`src/rtl/simon_pkg.sv`:
```
// Shared constants and the stage-record layout for the chunked pipelined adder.
// Modules import this package and size their own records from WIDTH.
package simon_pkg;

  localparam int SIMON_WIDTH = 16;
  localparam int SIMON_CHUNK = 4;

  // Record layout at the default width. Each stage declares the same layout
  // sized from its own WIDTH parameter.
  typedef struct packed {
    logic                   valid;
    logic                   carry;
    logic [SIMON_WIDTH-1:0] sum;
    logic [SIMON_WIDTH-1:0] x;
    logic [SIMON_WIDTH-1:0] y;
  } stage_rec_t;

  function automatic int num_stages(input int width, input int chunk);
    return width / chunk;
  endfunction

endpackage

```
`src/rtl/simon_add_stage.sv`:
```
// One CHUNK-bit slice of the pipelined adder: adds its slice of x/y plus the
// incoming carry, and holds its record until the downstream stage can take it.
module simon_add_stage
  import simon_pkg::*;
#(
  parameter int WIDTH = SIMON_WIDTH,
  parameter int CHUNK = SIMON_CHUNK,
  parameter int IDX   = 0
) (
  input  logic             clk,
  input  logic             reset,
  input  logic             adv_i,
  output logic             adv_o,
  input  logic             valid_i,
  input  logic             carry_i,
  input  logic [WIDTH-1:0] sum_i,
  input  logic [WIDTH-1:0] x_i,
  input  logic [WIDTH-1:0] y_i,
  output logic             valid_o,
  output logic             carry_o,
  output logic [WIDTH-1:0] sum_o,
  output logic [WIDTH-1:0] x_o,
  output logic [WIDTH-1:0] y_o
);

  localparam int LO = IDX * CHUNK;

  typedef struct packed {
    logic             valid;
    logic             carry;
    logic [WIDTH-1:0] sum;
    logic [WIDTH-1:0] x;
    logic [WIDTH-1:0] y;
  } rec_t;

  rec_t             rec_q;
  rec_t             rec_d;
  logic [CHUNK:0]   chunk_add;

  // An empty stage always accepts, which is what lets bubbles collapse.
  assign adv_o = !rec_q.valid || adv_i;

  always_comb begin
    chunk_add = {1'b0, x_i[LO +: CHUNK]} + {1'b0, y_i[LO +: CHUNK]}
              + {{CHUNK{1'b0}}, carry_i};
    rec_d = rec_q;
    if (adv_o) begin
      rec_d.valid = valid_i;
      if (valid_i) begin
        rec_d.carry            = chunk_add[CHUNK];
        rec_d.sum              = sum_i;
        rec_d.sum[LO +: CHUNK] = chunk_add[CHUNK-1:0];
        rec_d.x                = x_i;
        rec_d.y                = y_i;
      end
    end
  end

  always_ff @(posedge clk) begin
    if (reset) begin
      rec_q <= '0;
    end else begin
      rec_q <= rec_d;
    end
  end

  assign valid_o = rec_q.valid;
  assign carry_o = rec_q.carry;
  assign sum_o   = rec_q.sum;
  assign x_o     = rec_q.x;
  assign y_o     = rec_q.y;

endmodule

```
`src/rtl/simon_pipe_adder.sv`:
```
// Pipelined ripple adder: WIDTH/CHUNK registered stages with valid/ready flow
// control, back-pressure chained combinationally from out_ready to in_ready.
module simon_pipe_adder
  import simon_pkg::*;
#(
  parameter int WIDTH = SIMON_WIDTH,
  parameter int CHUNK = SIMON_CHUNK
) (
  input  logic             clk,
  input  logic             reset,
  input  logic             in_valid,
  output logic             in_ready,
  input  logic [WIDTH-1:0] x,
  input  logic [WIDTH-1:0] y,
  input  logic             cin,
  output logic             out_valid,
  input  logic             out_ready,
  output logic [WIDTH-1:0] sum,
  output logic             cout,
  output logic             ovf
);

  localparam int STAGES = num_stages(WIDTH, CHUNK);

  // Index k is the input of stage k; index STAGES is the last stage's record.
  logic [STAGES:0]            valid_a;
  logic [STAGES:0]            carry_a;
  logic [STAGES:0]            adv_a;
  logic [STAGES:0][WIDTH-1:0] sum_a;
  logic [STAGES:0][WIDTH-1:0] x_a;
  logic [STAGES:0][WIDTH-1:0] y_a;
  logic                       unused_rem;

  assign valid_a[0]     = in_valid;
  assign carry_a[0]     = cin;
  assign sum_a[0]       = '0;
  assign x_a[0]         = x;
  assign y_a[0]         = y;
  assign adv_a[STAGES]  = out_ready;

  generate
    for (genvar gi = 0; gi < STAGES; gi++) begin : g_stage
      simon_add_stage #(
        .WIDTH (WIDTH),
        .CHUNK (CHUNK),
        .IDX   (gi)
      ) u_stage (
        .clk     (clk),
        .reset   (reset),
        .adv_i   (adv_a[gi+1]),
        .adv_o   (adv_a[gi]),
        .valid_i (valid_a[gi]),
        .carry_i (carry_a[gi]),
        .sum_i   (sum_a[gi]),
        .x_i     (x_a[gi]),
        .y_i     (y_a[gi]),
        .valid_o (valid_a[gi+1]),
        .carry_o (carry_a[gi+1]),
        .sum_o   (sum_a[gi+1]),
        .x_o     (x_a[gi+1]),
        .y_o     (y_a[gi+1])
      );
    end
  endgenerate

  assign in_ready  = adv_a[0] && !reset;
  assign out_valid = valid_a[STAGES];
  assign sum       = sum_a[STAGES];
  assign cout      = carry_a[STAGES];
  // Carry into the MSB is recovered from the stored operand MSBs and sum MSB.
  assign ovf       = carry_a[STAGES] ^ sum_a[STAGES][WIDTH-1]
                   ^ x_a[STAGES][WIDTH-1] ^ y_a[STAGES][WIDTH-1];

  assign unused_rem = ^{x_a[STAGES][WIDTH-2:0], y_a[STAGES][WIDTH-2:0]};

endmodule

```
`config.mk`:
```
export PLATFORM = sky130hd
export DESIGN_NAME = simon_pipe_adder
export DESIGN_NICKNAME = d
export VERILOG_FILES = /design/src/rtl/simon_pkg.sv /design/src/rtl/simon_add_stage.sv /design/src/rtl/simon_pipe_adder.sv
export SDC_FILE = /design/constraint.sdc
export NUM_CORES = 1
export LEC_CHECK = 0
export BUFFER_PORTS_ARGS = -buffer_cell sky130_fd_sc_hd__buf_2
export CORE_UTILIZATION = 56
export DETAILED_ROUTE_END_ITERATION = 6
export PLACE_DENSITY = 0.78
export SLEW_MARGIN = 30
export SYNTH_ARGS = -nofsm -noshare
export SYNTH_HDL_FRONTEND = slang
export SYNTH_HIERARCHICAL = 1
export SYNTH_SLANG_ARGS = --single-unit
```
`constraint.sdc`:
```
create_clock -name clk -period 2.3 [get_ports clk]
set_clock_uncertainty 0.1 [all_clocks]
set_input_delay 0.23 -clock clk [delete_from_list [all_inputs] [get_ports clk]]
set_output_delay 0.23 -clock clk [all_outputs]
set_load 0.05 [all_outputs]
```
### Yosys cells after proc, flatten, opt, wreduce, memory -nomap -nowiden

Cells that the tools add are included.

| word-level totals | value |
|---|---|
| input port bits | 37 |
| output and inout bits | 20 |
| bits in read-only memories | 0 |
| bits in latches | 0 |
| word-level logic and storage cells | 45 |
| memory bits (writable) | 0 |
| register bits | 176 |
| memories kept | 0 |

| operators by class | value |
|---|---|
| bitwise logic cells | 3 |
| shift-type cells | 0 |
| multiplexer cells | 0 |
| magnitude comparators | 0 |
| div/mod/pow operators | 0 |
| multipliers | 0 |
| equality and inequality tests | 0 |
| reductions and logical operators | 14 |
| add/subtract/negate cells | 8 |

Operators with widths:

| operator | number |
|---|---|
| $add 4x4->5 | 4 |
| $add 5x1->5 | 4 |
| $reduce_and 2->1 | 4 |
| $logic_not 1->1 | 5 |
| $logic_or 1x1->1 | 4 |
| $xor 1x1->1 | 3 |
| $logic_and 1x1->1 | 1 |

### Depth between registers and ports, before layout

| logic depth | value |
|---|---|
| word-level depth | 6 |
| gate-level depth with buffers | 14 |
| mapped depth without buffers | 10 |

### Cells and area by module

Netlist, hierarchy kept.

By module, submodules not included:

| module | sequential area each (µm²) | times used | area an instance (µm²) | cells each |
|---|---|---|---|---|
| simon_add_stage at g_stage[0].u_stage ... | 1001.0 | 2 | 2047.0 | 244 |
| simon_add_stage at g_stage[1].u_stage ... | 1001.0 | 2 | 2045.7 | 244 |
| simon_pipe_adder | 0.0 | 1 | 36.3 | 5 |

### Worst setup path before layout

OpenSTA, ideal clock, no wires.

| timing path | value |
|---|---|
| path type | flip-flop to output port |
| start point | register g_stage[3].u_stage.rec_q, in the netlist g_stage[3].u_stage/valid_o |
| end point | output in_ready |
| arrival | 2.706 ns |
| required time | 1.970 ns |
| buffers on the path | 4 |
| setup slack | -0.736 ns |
| cell stages (with the launch flop) | 14 |
| cell sequence | dfxtp_1 nor2b_2 inv_2 buf_2 nor2b_4 inv_2 buf_2 nor2b_2 inv_2 buf_2 nor2b_4 inv_2 buf_2 nor2b_1 |

| between the ends | value |
|---|---|
| cells in the longest elaborated chain, start to end | 6 |

Ends and longest elaborated chain:

| item | RTL line | text |
|---|---|---|
| start, declared | simon_add_stage.sv:36 | `rec_t rec_q;` |
| start signal, assigned | simon_add_stage.sv:63 | `rec_q <= rec_d;` |
| $logic_not 1->1 | simon_add_stage.sv:41 | `assign adv_o = !rec_q.valid \|\| adv_i;` |
| $logic_or 1x1->1 | simon_add_stage.sv:41 |  |
| net adv_a[3] | simon_pipe_adder.sv:28 | `logic [STAGES:0] adv_a;` |
| $logic_or 1x1->1 | simon_add_stage.sv:41 |  |
| net adv_a[2] | simon_pipe_adder.sv:28 |  |
| $logic_or 1x1->1 | simon_add_stage.sv:41 |  |
| net adv_a[1] | simon_pipe_adder.sv:28 |  |
| $logic_or 1x1->1 | simon_add_stage.sv:41 |  |
| net adv_a[0] | simon_pipe_adder.sv:28 |  |
| $logic_and 1x1->1 | simon_pipe_adder.sv:66 | `assign in_ready = adv_a[0] && !reset;` |
| end, declared | simon_pipe_adder.sv:12 | `output logic in_ready,` |

The timed path passes the listed nets, and every way through them passes these cells.

### Worst setup path after layout

Same ends and word-level chain as after synthesis.

==> results.yml <==
status:
  outcome: "completed"
grt:
  grt_max_degree: 47
  grt_usage_pct: 22.90
  grt_pass1_vias: 3491
  grt_use_met3_pct: 4.892
  use_met2_pct: 38.43
  grt_pass1_wl_um: 15820
  grtUsageMet1_pct: 29.31
  grt.busiest_layer: "met2"
  overflow: 0
  antenna_found_initial: 0
floorplanning:
  dieWidth_um: 92.02
  die_height_um: 92.02
  fp.dieArea_mm2: 0.008468
  ios: 57
  row_count: 32
  coreArea_mm2: 0.007767
  start_util_pct: 58.42
setup_path:
  crit_chain: "nor2b_4, inv_2, nor2b_4, inv_2, nor2b_4, inv_2, nor2b_4, inv_6, nor2b_4, buf_6"
  critPathBufInv: 5
  crit_slowest_cell: "dfxtp_4"
  crit_top_cell: "nor2b_4"
  crit_required_ns: 1.97
  critical_path.top_delay_family: "simple AND/OR/NAND/NOR gates"
  critical_path_class: "flip-flop to output pin"
  cp_max_fo: 32
  worstPathArrival_ns: 1.85
  crit_path_max_incr_delay_ns: 0.35
  startpoint_type: "flip-flop"
  crit_path_end_kind: "output pin"
timing:
  rsz0062_at_grt: "false"
  worst_pin_slew_ns: 0.8236
  fin_crit_sh_pct: 94.68
  max_freq_mhz: 459.2
  fin_hold_ws_ns: 0.02780
  fin_setup_tns_ns: 0
  fin_crit_ns: 2.178
  finalHoldViolations: 0
  setup_ws_ns: 0.1222
  drv_slew: 0
  setup_violations: 0
  max_slew_margin_pct: 45.09
drt:
  drt_iter0_markers: 179
  wirelength_um: 8971
  ant_nets: 0
  vias: 3750
  wire_per_inst_um: 13.72
  post_drt_via_cell_ratio: 5.734
  route.detailed.drc: 0
  first_pass_iters: 4
power_and_ir_drop:
  ir_worst_vdd_mv: 0.4128
  powerDensity_mw_per_mm2: 631.5
  p_leak_nw: 1.809
  total_power_mw: 3.078
min_path:
  hold_path_class: "primary input to flip-flop"
yosys:
  syn_avg_cell_area_um2: 8.312
  syn_area_mm2: 0.004538
  syn_nets: 603
  syn_inst: 546
  synth_warnings: 6
clock_network:
  post_cts_buffers: 0
  cts.hold.buffers_added: 0
  cts_tree: "yes"
  numCtsBuffers: 9
  cts_max_path_buffers: 2
  clk_latency_ns: 0.36
  clkSinkCount: 98
  clk_pin_slew_ns: 0.09
  htreeDepth: 3
  cts_root_buf: "clkbuf_8"
  cts_resized: 1
cells_and_area:
  area_delta_synth_final_pct: 7.389
  register_area_mm2: 0.001966
  fin_nets: 604
  fin_area_mm2: 0.004873
  final_cells: 654
  drive_gt1_share_pct: 18.84
  fin_util_pct: 62.74
  multi_input_area_mm2: 0.002105
  diodes: 0
  fillers: 715
placement:
  dp_slack_ns: 0.3510
  gp_congestion: 0.8473
  portBuffers: 56
  dp_hpwl_um: 6327
  place_inst: 638
  placedInstanceArea_mm2: 0.004673
flow_run:
  maxCapViolCount: 0
==> path summary, 6_finish.rpt <==
check                                                  start  cells past startpoint                      endpoint  slack [ns]
worst max-delay path              g_stage[3].u_stage/valid_o                     10                      in_ready        0.12
worst min-delay path                                    x[7]                      3     g_stage[0].u_stage/x_o[7]        0.03
worst max register to register    g_stage[3].u_stage/valid_o                     10    g_stage[0].u_stage/carry_o        0.44
worst min register to register  g_stage[2].u_stage/sum_o[11]                      2  g_stage[3].u_stage/sum_o[11]        0.38
==> layout make-up <==
cell class	instances	area share (%)
multi-input cells	346	43.18
flip-flops and latches	98	40.33
repair buffers	72	8.344
clock buffers	10	2.824
well taps	102	2.619
inverters	20	1.643
clock inverters	6	1.053
==> power by group <==
part	internal [mW]	switching, mW	total [mW]
clock	0.433	0.594	1.03
combinational	0.109	0.162	0.271
sequential	1.75	0.0316	1.78
==> state kept, by name, indices dropped and copies added, names as in the netlist <==
name                     flops
g_stage.u_stage/sum_o       40
g_stage.u_stage/y_o         25
g_stage.u_stage/x_o         25
g_stage.u_stage/carry_o      4
g_stage.u_stage/valid_o      4
==> routing by layer <==
| metal | part of all wire, % | up-vias |
|---|---|---|
| li1 | - | 1894 |
| met1 | 46 | 1728 |
| met2 | 48 | 114 |
| met3 | 5.0 | 14 |
| met4 | 1.4 | 0 |
| met5 | 0 | - |
==> cells in the final DEF (no fill, tap or decap), types with 2 or more instances in the layout <==
master       n
inv_1       12
nor2b_1      6
o211ai_2     2
a311oi_1     2
clkinvlp_4   3
clkbuf_8    10
inv_2        7
dfxtp_1     97
a211oi_1     6
o21ai_0     53
xnor2_1      6
clkinv_4     2
nor2_1       2
nor2b_4      5
fa_1         8
ha_1        12
a21oi_1     98
buf_4       16
nand2_1      4
o221ai_1     2
buf_2       55
a2111o_1     4
o21ai_1     35
nand4b_1     4
nand3_1     86
nor3_1       4
nand2b_1     2
or2_0        4
==> tightest hold or removal path: stages <==
cell     delay [ns]
buf_2          0.10
nand3_1        0.07
a21oi_1        0.05
No activity file was read; power rests on OpenSTA's default activity.
